===== src/rtl/pipe_ctrl_pkg.sv =====
// Purpose: shared types and constants for the pipeline stall controller.
//   state_t : memory-wait FSM states
//   ctrl_t  : the seven pipeline enable/flush/bubble controls
//   CTRL_*  : control pattern for each pipeline condition
package pipe_ctrl_pkg;

    localparam int unsigned TMR_W = 10;   // holds MEM_TIMEOUT up to 1023

    typedef enum logic [1:0] {
        RUN  = 2'd0,
        WAIT = 2'd1,
        ERR  = 2'd2
    } state_t;

    typedef struct packed {
        logic pc_we;
        logic if_id_we;
        logic if_id_flush;
        logic id_ex_we;
        logic id_ex_ctrl_sel;
        logic ex_mem_we;
        logic mem_wb_bubble;
    } ctrl_t;

    localparam ctrl_t CTRL_NORMAL = '{pc_we: 1'b1, if_id_we: 1'b1, if_id_flush: 1'b0,
                                      id_ex_we: 1'b1, id_ex_ctrl_sel: 1'b1,
                                      ex_mem_we: 1'b1, mem_wb_bubble: 1'b0};

    localparam ctrl_t CTRL_FREEZE = '{pc_we: 1'b0, if_id_we: 1'b0, if_id_flush: 1'b0,
                                      id_ex_we: 1'b0, id_ex_ctrl_sel: 1'b1,
                                      ex_mem_we: 1'b0, mem_wb_bubble: 1'b1};

    localparam ctrl_t CTRL_FLUSH = '{pc_we: 1'b1, if_id_we: 1'b1, if_id_flush: 1'b1,
                                     id_ex_we: 1'b1, id_ex_ctrl_sel: 1'b0,
                                     ex_mem_we: 1'b1, mem_wb_bubble: 1'b0};

    localparam ctrl_t CTRL_LOADUSE = '{pc_we: 1'b0, if_id_we: 1'b0, if_id_flush: 1'b0,
                                       id_ex_we: 1'b1, id_ex_ctrl_sel: 1'b0,
                                       ex_mem_we: 1'b1, mem_wb_bubble: 1'b0};

    localparam ctrl_t CTRL_HALT = '{pc_we: 1'b0, if_id_we: 1'b0, if_id_flush: 1'b0,
                                    id_ex_we: 1'b0, id_ex_ctrl_sel: 1'b0,
                                    ex_mem_we: 1'b0, mem_wb_bubble: 1'b1};

endpackage


===== src/rtl/sat_counter.sv =====
// Purpose: saturating up-counter with synchronous clear.
//   clk, rst_n : clock, async active-low reset
//   inc        : count one this cycle
//   clr        : synchronous clear, wins over inc
//   cnt        : current count, sticks at all-ones
module sat_counter #(
    parameter int unsigned W = 32
) (
    input  logic         clk,
    input  logic         rst_n,
    input  logic         inc,
    input  logic         clr,
    output logic [W-1:0] cnt
);

    always_ff @(posedge clk or negedge rst_n) begin
        if (!rst_n) begin
            cnt <= '0;
        end else if (clr) begin
            cnt <= '0;
        end else if (inc && (cnt != '1)) begin
            cnt <= cnt + W'(1);
        end
    end

endmodule


===== src/rtl/pipeline_stall_controller.sv =====
// Purpose: central pipeline-control responder for the 5-stage core.
//   Inputs : hazard_clk_gate (0 = load-use stall), branch_taken_ex,
//            dmem_req/dmem_ready handshake, cnt_clr
//   Outputs: pipeline write enables, IF/ID flush, ID/EX bubble select and
//            MEM/WB bubble (same-cycle), mem_wait, sticky mem_timeout_err,
//            saturating stall/flush/wait performance counters
module pipeline_stall_controller
    import pipe_ctrl_pkg::*;
#(
    parameter int unsigned CNT_W       = 32,
    parameter int unsigned MEM_TIMEOUT = 64
) (
    input  logic             clk,
    input  logic             rst_n,
    input  logic             hazard_clk_gate,
    input  logic             branch_taken_ex,
    input  logic             dmem_req,
    input  logic             dmem_ready,
    input  logic             cnt_clr,
    output logic             pc_we,
    output logic             if_id_we,
    output logic             if_id_flush,
    output logic             id_ex_we,
    output logic             id_ex_ctrl_sel,
    output logic             ex_mem_we,
    output logic             mem_wb_bubble,
    output logic             mem_wait,
    output logic             mem_timeout_err,
    output logic [CNT_W-1:0] stall_cnt,
    output logic [CNT_W-1:0] flush_cnt,
    output logic [CNT_W-1:0] wait_cnt
);

    state_t           state, state_nxt;
    logic [TMR_W-1:0] timer, timer_nxt;
    ctrl_t            ctrl_c;
    ctrl_t            ctrl_out_c;
    logic             freeze_c;
    logic             stall_inc_c, flush_inc_c, wait_inc_c;

    // A pending access that memory has not completed freezes the pipe;
    // dmem_req dropping releases WAIT exactly like dmem_ready does.
    assign freeze_c = dmem_req & ~dmem_ready;

    // State, watchdog timer and sticky error register
    always_ff @(posedge clk or negedge rst_n) begin
        if (!rst_n) begin
            state           <= RUN;
            timer           <= '0;
            mem_wait        <= 1'b0;
            mem_timeout_err <= 1'b0;
        end else begin
            state           <= state_nxt;
            timer           <= timer_nxt;
            mem_wait        <= (state_nxt == WAIT);
            mem_timeout_err <= mem_timeout_err | (state_nxt == ERR);
        end
    end

    // Next-state, control selection and counter increments
    always_comb begin
        state_nxt   = state;
        timer_nxt   = timer;
        ctrl_c      = CTRL_NORMAL;
        stall_inc_c = 1'b0;
        flush_inc_c = 1'b0;
        wait_inc_c  = 1'b0;

        case (state)
            RUN: begin
                if (freeze_c) begin
                    state_nxt = WAIT;
                    timer_nxt = TMR_W'(1);
                end
            end
            WAIT: begin
                if (!freeze_c) begin
                    state_nxt = RUN;
                end else if (timer == TMR_W'(MEM_TIMEOUT)) begin
                    state_nxt = ERR;
                end else begin
                    timer_nxt = timer + TMR_W'(1);
                end
            end
            ERR: begin
                state_nxt = ERR;
            end
            default: begin
                state_nxt = RUN;
            end
        endcase

        // Priority: ERR > freeze > branch flush > load-use > normal
        if (state == ERR) begin
            ctrl_c = CTRL_HALT;
        end else if (freeze_c) begin
            ctrl_c     = CTRL_FREEZE;
            wait_inc_c = 1'b1;
        end else if (branch_taken_ex) begin
            ctrl_c      = CTRL_FLUSH;
            flush_inc_c = 1'b1;
        end else if (!hazard_clk_gate) begin
            ctrl_c      = CTRL_LOADUSE;
            stall_inc_c = 1'b1;
        end
    end

    // Every control is held low while reset is asserted
    assign ctrl_out_c = rst_n ? ctrl_c : '0;

    assign pc_we          = ctrl_out_c.pc_we;
    assign if_id_we       = ctrl_out_c.if_id_we;
    assign if_id_flush    = ctrl_out_c.if_id_flush;
    assign id_ex_we       = ctrl_out_c.id_ex_we;
    assign id_ex_ctrl_sel = ctrl_out_c.id_ex_ctrl_sel;
    assign ex_mem_we      = ctrl_out_c.ex_mem_we;
    assign mem_wb_bubble  = ctrl_out_c.mem_wb_bubble;

    sat_counter #(.W(CNT_W)) u_stall_cnt (
        .clk   (clk),
        .rst_n (rst_n),
        .inc   (stall_inc_c),
        .clr   (cnt_clr),
        .cnt   (stall_cnt)
    );

    sat_counter #(.W(CNT_W)) u_flush_cnt (
        .clk   (clk),
        .rst_n (rst_n),
        .inc   (flush_inc_c),
        .clr   (cnt_clr),
        .cnt   (flush_cnt)
    );

    sat_counter #(.W(CNT_W)) u_wait_cnt (
        .clk   (clk),
        .rst_n (rst_n),
        .inc   (wait_inc_c),
        .clr   (cnt_clr),
        .cnt   (wait_cnt)
    );

endmodule


===== config.mk =====
export PLATFORM = sky130hd
export DESIGN_NAME = pipeline_stall_controller
export DESIGN_NICKNAME = d
export VERILOG_FILES = /design/src/rtl/pipe_ctrl_pkg.sv /design/src/rtl/sat_counter.sv /design/src/rtl/pipeline_stall_controller.sv
export SDC_FILE = /design/constraint.sdc
export NUM_CORES = 1
export LEC_CHECK = 0
export CORE_UTILIZATION = 40
export CTS_BUF_LIST = sky130_fd_sc_hd__clkbuf_8
export DETAILED_ROUTE_END_ITERATION = 16
export PLACE_DENSITY = 0.65
export SYNTH_ARGS = -nofsm -noshare
export SYNTH_HDL_FRONTEND = slang
export SYNTH_HIERARCHICAL = 1
export SYNTH_SLANG_ARGS = --single-unit

===== constraint.sdc =====
create_clock -name clk -period 3.1 [get_ports clk]
set_input_delay 0.93 -clock clk [delete_from_list [all_inputs] [get_ports clk]]
set_output_delay 0.93 -clock clk [all_outputs]
set_load 0.005 [all_outputs]

# Word-level counts from Yosys, hierarchy flattened
# Index checks and enable logic that the tools add are counted.
op_classes:
  addsub: 4
  n_eq_ne: 11
  muxes: 28
  bitwise: 3
  reduce_logical: 9
op_table:
  columns: ["cell", "count"]
  rows:
  - ["2-to-1 mux 32 bit", 6]
  - ["adder 32 x 1 -> 32 bit, second input constant", 3]
  - ["inequality test 32 bit, second input constant", 3]
  - ["2-to-1 mux 7 bit", 5]
  - ["2-to-1 mux 10 bit", 3]
  - ["case mux 10 bit (2 select lines)", 1]
  - ["adder 10 x 1 -> 10 bit, second input constant", 1]
  - ["== test 10 x 7 -> 1 bit, second input constant", 1]
  - ["2-to-1 mux 1 bit", 9]
  - ["nonzero test 2 bit", 4]
  - ["2-to-1 mux 2 bit", 3]
  - ["inequality test 2 bit, second input constant", 3]
  - ["case mux 2 bit (3 select lines)", 1]
  - ["== test 2 x 1 -> 1 bit, second input constant", 2]
  - ["== test 2 bit, second input constant", 2]
  - ["AND reduction 4 bit", 1]
  - ["logical AND 1 bit", 3]
  - ["zero test 2 bit", 1]
  - ["AND 1 bit", 1]
  - ["NOT 1 bit", 1]
  - ["OR 1 bit", 1]
totals:
  ff_bits: 110
  out_inout_bits: 105
  word_cells: 62

# Logic depth before layout (Yosys ltp)
logic_depth:
  ltp_word: 7
  ltp_mapped: 10
  mapped_depth_nobuf: 8

# Modules after synthesis
# Netlist, hierarchy kept.
modules_own_cells:
  columns: ["module", "instances", "cells_per_inst", "area_each_um2", "seq_area_each_um2"]
  rows:
  - ["sat_counter (u_stall_cnt ...)", 2, 198, 1854.3, 800.8]
  - ["sat_counter (u_flush_cnt)", 1, 194, 1810.5, 800.8]
  - ["pipeline_stall_controller", 1, 94, 862.1, 350.3]

# Least setup slack after synthesis
# OpenSTA, ideal clock, no wires.
synth_timing:
  path_kind: "in2reg"
  start: "input dmem_ready"
  end: "register u_flush_cnt.cnt[29]"
  setup_time_ns: 0.078
  t_arrival_ns: 3.035
  setup_slack_ns: -0.013
  path_stages: 8
  cell_sequence: "nand2b_1 -> nor2b_1 -> and2_1 -> nand4_1 -> or4_1 -> a2111o_1 -> or3_1 -> a21oi_1"
synth_via:
  elab_chain_cells: 6
synth_rtl:
  columns: ["element", "line", "text"]
  rows:
  - ["from (decl)", "pipeline_stall_controller.sv:18", "input logic dmem_ready,"]
  - ["NOT 1 bit", "pipeline_stall_controller.sv:43", "assign freeze_c = dmem_req & ~dmem_ready;"]
  - ["AND 1 bit", "pipeline_stall_controller.sv:43", null]
  - ["2-to-1 mux 1 bit", "pipeline_stall_controller.sv:96", "end else if (freeze_c) begin"]
  - ["2-to-1 mux 1 bit", "pipeline_stall_controller.sv:94", "if (state == ERR) begin"]
  - ["named net flush_inc_c", "pipeline_stall_controller.sv:39", "logic stall_inc_c, flush_inc_c, wait_inc_c;"]
  - ["logical AND 1 bit", "sat_counter.sv:21", "end else if (inc && (cnt != '1)) begin"]
  - ["nonzero test 2 bit (no line)", null, null]
  - ["to (signal assigned)", "sat_counter.sv:22", "cnt <= cnt + W'(1);"]
  - ["to (decl)", "sat_counter.sv:13", "output logic [W-1:0] cnt"]
# The timed path passes the listed nets, and every way through them passes these cells.
# A chain may end at the register's enable or synchronous reset.

# Final worst setup path
layout_timing:
  start: "input dmem_ready"
  end: "output if_id_flush"
layout_via:
  elab_chain_cells: 5
layout_rtl:
  columns: ["element", "line", "text"]
  rows:
  - ["NOT 1 bit", "pipeline_stall_controller.sv:43", null]
  - ["AND 1 bit", "pipeline_stall_controller.sv:43", null]
  - ["2-to-1 mux 7 bit", "pipeline_stall_controller.sv:96", null]
  - ["2-to-1 mux 7 bit", "pipeline_stall_controller.sv:94", null]
  - ["2-to-1 mux 7 bit", "pipeline_stall_controller.sv:109", "assign ctrl_out_c = rst_n ? ctrl_c : '0;"]
  - ["to (decl)", "pipeline_stall_controller.sv:22", "output logic if_id_flush,"]
# No other way between the ends.

==> impl_metrics.tcl <==
set metrics [dict create \
    cts_tree "yes" \
    synth-seq-cells 110 \
    leakage_nw 3.209 \
    total_power_mw 2.682 \
    ys.warnings.count 6 \
    drv_cap 0 \
    yosysMostFrequentCell "dfrtp_1" \
    cts_setup_buffers 0 \
    path_max_fanout 4 \
    endpoint_kind "output port" \
    area_growth_pct 27.59 \
    final.setup.worst_slack_ps 152.9 \
    io_buffer_count 111 \
    whs_endpoint "mem_timeout_err" \
    die_x_um 128.3 \
    min_path_type "reg -> reg" \
    reg2reg_from "state[1]" \
    powerDensity_nw_per_um2 329.5 \
    vias 5758 \
    grtUsageMet1 0.2580 \
    ant_nets 0 \
    initial_core_util 0.4151 \
    run_status "complete, no violations" \
    drtIter0Drc 313 \
    drive_above_1_share 0.1253 \
    synth_ff_type "dfrtp_1" \
    antenna_found_initial 0 \
    die_h_um 128.3 \
    ir_drop_mv 0.1532 \
    clock_skew_ps 12.84 \
    fill_cells 1406 \
    synth.top_cells.by_area "dfrtp_1, nor2_1, xnor2_1" \
    die_area_um2 16460 \
    ios 112 \
    synthTopCellsByCount "dfrtp_1, nor2_1, a21oi_1" \
    max_freq_mhz 339.3 \
    finalSetupTns_ps 0 \
    globalRouteMet3Util 0.04841 \
    holdPathStages 1 \
    required_ps 2170 \
    placed_cells 1017 \
    crit-reg2reg-capture "u_flush_cnt/cnt[29]" \
    wl_um 15930 \
    grt.busiest_layer "met2" \
    track_usage 0.2029 \
    grt_max_degree 55 \
    synth_edf_count 0 \
    synth.net_count 696 \
    grt_pass1_vias 5545 \
    ys_types 64 \
    async_flop_share 1.000 \
    setup_viol 0 \
    fin_crit_sh 0.9507 \
    r2r_slack_ps 590 \
    post-dp-hpwl_um 11690 \
    avgSynthCellArea_um2 9.329 \
    cts_inserted_buffers 9 \
    reg2reg_depth 8 \
    drcViolationCount 0 \
    grt_pass1_wl_um 26820 \
    synth_top_cell_area_share 0.4314 \
    placed_area_um2 7916 \
    grt.overflow.total 0 \
    drv_slew 0 \
    clk_latency_ps 390 \
    netlist_area_um2 6381 \
    min_period_ps 2947 \
    timing.hold.ws_ps 491.3 \
    via_per_inst 5.574 \
    synth.yosys.seq_area_share 0.4314 \
    worst_setup_path_start_kind "input port" \
    diodes 0 \
    fin_nets 829 \
    crit_type "in -> out" \
    cp.arrival_ps 2020 \
    rows 45 \
    htree_levels 3 \
    holdBufCountCts 0 \
    wl_per_cell_um 15.42 \
    synth_cells 684 \
    fin_cells 1033 \
    final_area_um2 8142 \
    coreArea_um2 15370 \
    gp_congestion 0.8243 \
    drt_pass1_iterations 4 \
    hold_viol 0 \
    rsz0062_at_grt "false" \
    clockRootBuffer "clkbuf_8" \
    synth_largest_area_cell "dfrtp_1" \
    max_slew_margin 0.5426 \
    hp-start "mem_timeout_err" \
    post-route-util 0.5297 \
    clock_path_buffers 2 \
    cts_num_sinks 110 \
    grt_use_met2 0.3440 \
    tightest_slew_ps 686.1 \
    cts_resized 16 \
    place_ws_ps -400.1 \
    clk_pin_slew_ps 110 \
]
-- critical path, cell delays in order --
cell           delay (ps)
dlygate4sd2_1         250
nand2b_4              140
nor2b_4               120
buf_4                 150
and3_1                170
dlygate4sd2_1         260
-- state kept, by name, summed over array words and instances, names as in the netlist --
register,cells
state,2
u_stall_cnt/cnt,32
u_wait_cnt/cnt,32
mem_wait,1
u_flush_cnt/cnt,32
timer,10
mem_timeout_err,1
-- power breakdown --
part	switching [mW]	total [mW]	internal, mW
Sequential	0.0296	1.49	1.46
Combinational	0.118	0.213	0.0945
Clock	0.505	0.982	0.476
-- per-layer routing --
metal	wire length, um	vias up
li1	-	2787
met1	7200	2846
met2	7868	109
met3	702	16
met4	160	0
met5	0	-
-- kinds of logic (layout without fill, tap and decap cells) --
family                     Yosys count  after routing  share of synthesized area
xor gates and xnor gates            36             36                    0.04941
and+or+nand+nor                    335            335                     0.2998
DFF                                110            110                     0.4314
adders and majority gates            5              5                   0.009804
buffers and inverters               48            186                    0.03333
muxes                               18             18                    0.03216
AOI/OAI and AO/OA                  132            132                     0.1441
-- how the worst max path moves through the flow --
stage	startpoint	end	slack (ps)	cells past startpoint
3_5_place_dp	dmem_ready	u_flush_cnt/cnt[29]	-400	9
4_1_cts	dmem_ready	if_id_flush	150	6
3_3_place_gp	dmem_ready	u_flush_cnt/cnt[29]	-380	9
6_report	dmem_ready	if_id_flush	150	6
2_1_floorplan	dmem_ready	u_flush_cnt/cnt[29]	40	8
5_1_grt	dmem_ready	if_id_flush	90	6
-- placed cells by master (no fill, tap or decap), types with 4 or more instances in the layout --
master / instances
xnor2_1: 26
clkbuf_8: 10
nand3_1: 43
a21oi_1: 45
dfrtp_1: 110
nand4_1: 22
nor4_1: 15
clkdlybuf4s50_1: 98
o21ai_0: 26
nor3_1: 12
nand3b_1: 5
a31o_2: 6
xor2_1: 10
buf_4: 39
or4_1: 11
a211oi_1: 10
and2_1: 10
o31ai_1: 10
or3_1: 24
a21o_1: 6
nor2b_1: 18
inv_1: 22
and3_1: 22
nand2_1: 40
nor4_2: 4
nand2b_1: 4
mux2_2: 12
dlygate4sd2_1: 10
mux2i_1: 4
nor2_1: 74
ha_1: 5
-- final cells by class --
class	instances	area, um^2	area share
multi-input cells	526	3432	0.4215
flip-flops and latches	110	2753	0.3381
clock buffers	10	137.6	0.01690
repair buffers	149	1391	0.1709
clock inverters	6	85.08	0.01045
well taps	211	264.0	0.03243
inverters	21	78.83	0.009682
Note: power is estimated with default switching activity, not from simulation.
